--- config.mk ---
export PLATFORM = sky130hd
export DESIGN_NAME = if_id_stall_flush_ctrl
export DESIGN_NICKNAME = d
export VERILOG_FILES = /design/src/rtl/pipe_ctrl_pkg.sv /design/src/rtl/pipe_perf_counter.sv /design/src/rtl/if_id_stall_flush_ctrl.sv
export SDC_FILE = /design/constraint.sdc
export NUM_CORES = 1
export LEC_CHECK = 0
export ABC_AREA = 1
export ABC_CLOCK_PERIOD_IN_PS = 3350
export CORE_ASPECT_RATIO = 1.1
export CORE_MARGIN = 4
export CORE_UTILIZATION = 43
export DETAILED_ROUTE_END_ITERATION = 10
export PLACE_DENSITY = 0.82
export SYNTH_ARGS = -nofsm -noshare
export SYNTH_HDL_FRONTEND = slang
export SYNTH_SLANG_ARGS = --single-unit
--- constraint.sdc ---
create_clock -name clk -period 3.35 [get_ports clk]
set_clock_uncertainty 0.05 [all_clocks]
set_input_delay 0.67 -clock clk [delete_from_list [all_inputs] [get_ports clk]]
set_output_delay 0.67 -clock clk [all_outputs]
set_load 0.01 [all_outputs]
--- src/rtl/pipe_ctrl_pkg.sv ---
// pipe_ctrl_pkg: shared constants and FSM state type for the IF/ID stall/flush controller
package pipe_ctrl_pkg;
  localparam int DEFAULT_XLEN = 32;
  localparam logic [31:0] NOP_INSTR = 32'h0000_0013;
  typedef enum logic [1:0] {RUN, STALL, FLUSH} pipe_state_t;
endpackage

--- src/rtl/pipe_perf_counter.sv ---
// pipe_perf_counter: 32-bit wrap-around event counter with enable
module pipe_perf_counter (
  input  logic        clk,
  input  logic        rst_n,
  input  logic        en,
  output logic [31:0] count
);
  // count one per enabled cycle, wrapping naturally at 2^32
  always_ff @(posedge clk) begin
    if (!rst_n) count <= '0;
    else if (en) count <= count + 32'd1;
  end
endmodule

--- src/rtl/if_id_stall_flush_ctrl.sv ---
// if_id_stall_flush_ctrl: IF/ID register with hazard stall, EX flush and stall watchdog; PIPE_PERF_CNT_EN adds perf counters
module if_id_stall_flush_ctrl
  import pipe_ctrl_pkg::*;
#(
  parameter int XLEN         = DEFAULT_XLEN,
  parameter int FLUSH_CYCLES = 1,
  parameter int MAX_STALL    = 15
) (
  input  logic            clk,
  input  logic            rst_n,
  input  logic            PC_remain,
  input  logic            Reg_IF_ID_remain,
  input  logic            zero_control,
  input  logic            ex_flush,
  input  logic [XLEN-1:0] if_pc,
  input  logic [XLEN-1:0] if_instr,
  input  logic            if_pred_taken,
  output logic            pc_write,
  output logic [XLEN-1:0] id_pc,
  output logic [XLEN-1:0] id_instr,
  output logic            id_pred_taken,
  output logic            id_valid,
  output logic            idex_bubble,
  output logic            stall_timeout
`ifdef PIPE_PERF_CNT_EN
  ,
  output logic [31:0]     perf_stall_cycles,
  output logic [31:0]     perf_flush_cycles
`endif
);
  localparam int SW = $clog2(MAX_STALL + 1);
  pipe_state_t state, state_nxt;
  logic [1:0] flush_cnt, flush_cnt_nxt;
  logic [SW-1:0] stall_cnt, stall_nxt;
  logic flushing, hold;
  // state, flush countdown, stall watchdog; reset aborts any stall or flush
  always_ff @(posedge clk) begin
    if (!rst_n) begin
      state <= RUN;
      flush_cnt <= 2'd0;
      stall_cnt <= '0;
      stall_timeout <= 1'b0;
    end else begin
      state <= state_nxt;
      flush_cnt <= flush_cnt_nxt;
      stall_cnt <= stall_nxt;
      stall_timeout <= stall_timeout || stall_nxt == SW'(MAX_STALL);
    end
  end
  // next state: new flush beats an ongoing flush, which beats a hazard stall
  always_comb begin
    state_nxt = ex_flush ? (FLUSH_CYCLES > 1 ? FLUSH : RUN) :
                state == FLUSH ? (flush_cnt == 2'd1 ? RUN : FLUSH) :
                hold ? STALL : RUN;
    flush_cnt_nxt = ex_flush ? 2'(FLUSH_CYCLES - 1) : state == FLUSH ? flush_cnt - 2'd1 : 2'd0;
    stall_nxt = !hold ? '0 : stall_cnt == SW'(MAX_STALL) ? stall_cnt : stall_cnt + SW'(1);
  end
  // zero-latency controls; any flush overrides the hazard unit
  always_comb begin
    flushing = ex_flush || state == FLUSH;
    hold = !flushing && Reg_IF_ID_remain;
    pc_write = flushing || !PC_remain;
    idex_bubble = flushing || zero_control;
  end
  // IF/ID register: NOP on flush, hold on stall, else capture fetch
  always_ff @(posedge clk) begin
    if (!rst_n) begin
      id_pc <= '0;
      id_instr <= XLEN'(NOP_INSTR);
      id_pred_taken <= 1'b0;
      id_valid <= 1'b0;
    end else if (flushing) begin
      id_instr <= XLEN'(NOP_INSTR);
      id_pred_taken <= 1'b0;
      id_valid <= 1'b0;
    end else if (!Reg_IF_ID_remain) begin
      id_pc <= if_pc;
      id_instr <= if_instr;
      id_pred_taken <= if_pred_taken;
      id_valid <= 1'b1;
    end
  end
`ifdef PIPE_PERF_CNT_EN
  pipe_perf_counter u_stall_cnt (.clk(clk), .rst_n(rst_n), .en(hold), .count(perf_stall_cycles));
  pipe_perf_counter u_flush_cnt (.clk(clk), .rst_n(rst_n), .en(flushing), .count(perf_flush_cycles));
`endif
endmodule
; ---- Word-level counts from Yosys, hierarchy flattened
; Index checks and enable logic that the tools add are counted.
[totals]
ff_bits = 75
out_inout_bits = 69
wordCells = 34
[op_classes]
add_sub_neg = 2
eq_ne = 4
mux = 5
bitwise_logic = 4
reduce_logical = 11
[ops]
columns = cell, n
row1 = 4-bit equality test (second input constant), 2
row2 = 4-bit two-way mux, 2
row3 = 4-bit by 1-bit adder with 4-bit output (second input constant), 1
row4 = 1-bit logical OR, 4
row5 = 2-bit two-way mux, 2
row6 = 1-bit inverter, 4
row7 = 2-bit OR reduction, 2
row8 = 3-bit OR reduction, 1
row9 = 2-bit by 1-bit equality test with 1-bit output (second input constant), 1
row10 = 2-bit equality test (second input constant), 1
row11 = 1-bit logical NOT, 2
row12 = 2-bit AND reduction, 1
row13 = 2-bit by 1-bit subtractor with 2-bit output (second input constant), 1
row14 = 1-bit logical AND, 1
row15 = 1-bit two-way mux, 1

; ---- Logic depth before layout (Yosys ltp)
[depth]
word_depth = 7
mapped_depth = 9

; ---- Worst setup path before layout
; OpenSTA, ideal clock, no wires.
[synth_timing]
path_type = input port to output port
from = input ex_flush
to = output pc_write
arrival_ns = 1.121
path_slack_ns = 1.509
stages = 5
path_cell_list = inv_2 -> nand2_4 -> inv_6 -> buf_6 -> nand2_1
[synth_between]
elab_chain_cells = 2
[synth_lines]
columns = item, line_no
row1 = start: declaration, if_id_stall_flush_ctrl.sv:14  ; input logic ex_flush,
row2 = 1-bit logical OR, if_id_stall_flush_ctrl.sv:60  ; flushing = ex_flush || state == FLUSH;
row3 = 1-bit logical OR, if_id_stall_flush_ctrl.sv:62  ; pc_write = flushing || !PC_remain;
row4 = end: declaration, if_id_stall_flush_ctrl.sv:18  ; output logic pc_write,
; Every way passes these cells.

; ---- Worst setup path in the final report
; Ends and elaborated chain as after synthesis.

==> impl_metrics.prom <==
# TYPE chip_impl_metric gauge
chip_impl_metric{name="yosys.area.top_type_share",unit=""} 0.532
chip_impl_metric{name="cp_slowest_stage_delay",unit="ps"} 480
chip_impl_metric{name="starting_density_of_the_core",unit=""} 0.450
chip_impl_info{name="worst_setup_path_end_kind",value="output pin"} 1
chip_impl_metric{name="remaining_drc_errors",unit=""} 0
chip_impl_info{name="rsz0062_at_grt",value="false"} 1
chip_impl_info{name="timing.hold.worst.class",value="flip-flop to flip-flop"} 1
chip_impl_metric{name="port_buffers",unit=""} 139
chip_impl_metric{name="power.switching_fraction",unit=""} 0.238
chip_impl_metric{name="dr_total_vias",unit=""} 2727
chip_impl_info{name="run_status",value="completed"} 1
chip_impl_metric{name="max_freq",unit="MHz"} 360
chip_impl_metric{name="antennaDiodeCount",unit=""} 0
chip_impl_info{name="cpMostUsedCell",value="clkdlybuf4s50_1"} 1
chip_impl_metric{name="cellInternalPower",unit="mW"} 1.36
chip_impl_metric{name="worst_slew_pin_slew",unit="ps"} 647
chip_impl_metric{name="worst_ep_required_time",unit="ps"} 2630
chip_impl_metric{name="grt_pass1_vias",unit=""} 2532
chip_impl_metric{name="power.density",unit="nW/um^2"} 412
chip_impl_metric{name="ctsResizeCount",unit=""} 0
chip_impl_info{name="critical_path.top_delay_family",value="buffers and inverters"} 1
chip_impl_metric{name="cts.sink_count",unit=""} 75
chip_impl_metric{name="pwr-share-clk",unit=""} 0.324
chip_impl_metric{name="leakagePower",unit="nW"} 1.60
chip_impl_info{name="timing_worst_setup_path_type",value="primary input to output pin"} 1
chip_impl_metric{name="clock_insertion_delay_at_the_later_pin_of_the_skew_report",unit="ps"} 330
chip_impl_metric{name="setup-violations-final",unit=""} 0
chip_impl_metric{name="ff2ff_setup_slack",unit="ps"} 2010
chip_impl_metric{name="path_max_fanout",unit=""} 34
chip_impl_info{name="crit_path_top_delay_cell",value="clkdlybuf4s50_1"} 1
chip_impl_metric{name="num_io_pins",unit=""} 140
chip_impl_metric{name="area_growth_syn_to_layout",unit="%"} 52.9
chip_impl_info{name="cts.root.buffer_cell",value="clkbuf_8"} 1
chip_impl_metric{name="finalWeightedCongestion",unit=""} 0.779
chip_impl_metric{name="global_route_wire_length_before_repair",unit="mm"} 12.0
chip_impl_metric{name="yosys_register_bits",unit=""} 75
chip_impl_metric{name="total_switching_power",unit="mW"} 0.423
chip_impl_metric{name="rows",unit=""} 30
chip_impl_metric{name="max_cap_violations",unit=""} 0
chip_impl_metric{name="dr.pass1.iters",unit=""} 4
chip_impl_metric{name="synth_fp_nets",unit=""} 422
chip_impl_metric{name="critical_path_arrival",unit="ps"} 2060
chip_impl_metric{name="relative_slew_slack",unit=""} 0.568
chip_impl_info{name="worst_r2r_startpoint",value="state[0]$_SDFF_PP0_"} 1
chip_impl_metric{name="dieArea",unit="um^2"} 7930
chip_impl_metric{name="postRouteWirelength",unit="mm"} 7.67
chip_impl_metric{name="clk_buf_depth",unit=""} 2
chip_impl_metric{name="critPathBufInv",unit=""} 4
chip_impl_metric{name="synth_cell_types",unit=""} 23
chip_impl_metric{name="cts_setup_buffers",unit=""} 0
chip_impl_metric{name="cts_buffers",unit=""} 9
chip_impl_metric{name="die_y_extent",unit="um"} 93.0
chip_impl_metric{name="grt_overflow_total",unit=""} 0
chip_impl_info{name="critical_path.startpoint_type",value="primary input"} 1
chip_impl_metric{name="fin_tns_setup",unit="ps"} 0
chip_impl_info{name="critical_path.cell_chain",value="clkdlybuf4s50_1 > inv_2 > nand2_4 > inv_6 > nand2_1 > clkdlybuf4s50_1"} 1
chip_impl_metric{name="synth_area",unit="um^2"} 2820
chip_impl_metric{name="finalPower",unit="mW"} 1.78
chip_impl_metric{name="drt-initial-drc-count",unit=""} 121
chip_impl_info{name="hp-start",value="flush_cnt[0]$_SDFF_PP0_"} 1
chip_impl_metric{name="global_route.usage.total",unit=""} 0.190
chip_impl_info{name="netlist.top_cell.by_area",value="dfxtp_1"} 1
chip_impl_metric{name="power.combinational.fraction",unit=""} 0.148
chip_impl_metric{name="holdBufCountCts",unit=""} 0
chip_impl_metric{name="initial_antenna_violation_count",unit=""} 0
chip_impl_metric{name="detailed_place_hpwl",unit="mm"} 5.49
chip_impl_metric{name="drt.antenna.violating_nets",unit=""} 0
chip_impl_metric{name="synth_area_per_cell",unit="um^2"} 8.09
chip_impl_metric{name="yosysWarnings",unit=""} 0
chip_impl_metric{name="timing_max_transition_violations_final",unit=""} 0
chip_impl_metric{name="power.sequential.fraction",unit=""} 0.528
chip_impl_metric{name="core-area",unit="um^2"} 6270
chip_impl_metric{name="synthesis.instances",unit=""} 349
chip_impl_info{name="cts_tree",value="built"} 1
chip_impl_metric{name="detail_route.wl_per_cell",unit="um"} 13.6
chip_impl_metric{name="yosysSeqAreaShare",unit=""} 0.532
chip_impl_info{name="critPathLaunch",value="ex_flush"} 1
chip_impl_metric{name="die_w",unit="um"} 85.3
chip_impl_metric{name="fillCellCount",unit=""} 520
chip_impl_metric{name="layout-drive-gt1-share",unit=""} 0.0581
chip_impl_info{name="most_area_consuming_cells_after_synthesis",value="dfxtp_1 53%, nand2_1 14%, a21oi_1 11%"} 1
chip_impl_metric{name="pin_count_of_the_biggest_net_entering_global_routing",unit=""} 68
chip_impl_metric{name="routed_vias_inst",unit=""} 4.85
chip_impl_metric{name="report.final.hold_viol_count",unit=""} 0
chip_impl_metric{name="clock_transition_at_path_regs",unit="ps"} 70
chip_impl_metric{name="fin_nets",unit=""} 551
chip_impl_metric{name="layout_worst_path_cycle_share",unit=""} 0.829
chip_impl_metric{name="ir_worst_vdd",unit="mV"} 0.290
chip_impl_metric{name="final_period_minus_worst_setup_slack",unit="ps"} 2780
chip_impl_metric{name="htree_levels",unit=""} 3
## per-stage QoR
step	utilization	hold WS (ps)	instance area [um^2]	cells	setup WS (ps)
final	0.689	377	4320	562	571
after global routing	0.689	396	4320	562	492
after detailed placement	0.663	367	4160	547	572
after global placement	0.663	356	4160	547	584
after CTS	0.689	377	4320	562	567
after floorplan	-	349	2820	349	1510
## layout make-up
type	count	area (um^2)	share of cell area
flip-flops and latches	75	1500	0.348
repair buffers	141	1410	0.326
multi-input cells	237	1090	0.252
clock buffers	12	145	0.0336
well taps	80	100	0.0232
inverters	14	62.6	0.0145
clock inverters	3	15.0	0.00348
## state kept, by name, indices dropped and copies added, names as in the netlist
signal / cells
state: 2
id_instr: 32
id_valid: 1
stall_cnt: 4
id_pc: 32
id_pred_taken: 1
stall_timeout: 1
flush_cnt: 2
## cell usage after synthesis
cell type and instances:
nor2_1 17, a21oi_1 63, o21ai_0 5, inv_1 8
nor2_4 1, inv_6 2, buf_4 3, nand2_2 1
nand2_8 1, nand2_4 1, nor3_1 1, nand2_1 105
nand3_1 36, dfxtp_1 75, nand4_1 1, buf_6 9
ha_1 2, nand3_2 1, or2_2 1, clkbuf_1 5
inv_2 4, nor2_2 1, buf_2 6
## cells by family (layout without fill, tap and decap cells)
logic type | Yosys count | in the layout | synth area share
and+or+nand+nor | 167 | 167 | 0.255
adders and majority gates | 2 | 2 | 0.00886
DFF | 75 | 75 | 0.532
AOI/OAI and AO/OA | 68 | 68 | 0.121
buffers and inverters | 37 | 170 | 0.0833
## power by group through the flow
| stage | combinational [mW] | sequential (mW) | clock (mW) |
|---|---|---|---|
| after floorplan | 0.0994 | 0.973 | 0 |
| after global placement | 0.261 | 0.958 | 0 |
| after detailed placement | 0.265 | 0.959 | 0 |
| after CTS | 0.266 | 0.939 | 0.601 |
| after global routing | 0.286 | 0.942 | 0.636 |
| final | 0.264 | 0.940 | 0.576 |
## path summary, 6_finish.rpt
check,endpoint,depth (start not counted)
max,pc_write,6
min,flush_cnt[0]$_SDFF_PP0_,1
max reg2reg,id_pc[8]$_SDFFE_PN0P_,7
min reg2reg,flush_cnt[0]$_SDFF_PP0_,1
## cell usage in the layout, fill, tap and decap left out
| master | count |
|---|---|
| nor3_1 | 1 |
| inv_2 | 4 |
| nand3_2 | 1 |
| o21ai_0 | 5 |
| clkinv_2 | 3 |
| nand2_2 | 1 |
| clkbuf_1 | 2 |
| nor2_4 | 1 |
| nand4_1 | 1 |
| buf_4 | 2 |
| a21oi_1 | 63 |
| inv_6 | 2 |
| nor2_2 | 1 |
| inv_1 | 8 |
| nand2_1 | 105 |
| nor2_1 | 17 |
| ha_1 | 2 |
| clkdlybuf4s50_1 | 139 |
| or2_2 | 1 |
| nand3_1 | 36 |
| nand2_8 | 1 |
| dfxtp_1 | 75 |
| nand2_4 | 1 |
| clkbuf_8 | 10 |
## worst reg2reg max path, cell delays in order, from the launching register on
cell	delay, ps
dfxtp_1	330
inv_2	40
nand2_2	80
nand2_4	80
inv_6	220
nand2_8	200
nand2_1	120
a21oi_1	70
## routing by layer
layer / track usage / wire length, um / share of wire
met1: 0.218 / 3080 / 0.40
met3: 0.0714 / 750 / 0.098
met4: 0.0752 / 69 / 0.0090
met5: 0 / 0 / 0
met2: 0.319 / 3770 / 0.49
(Power assumes the default switching activity.)
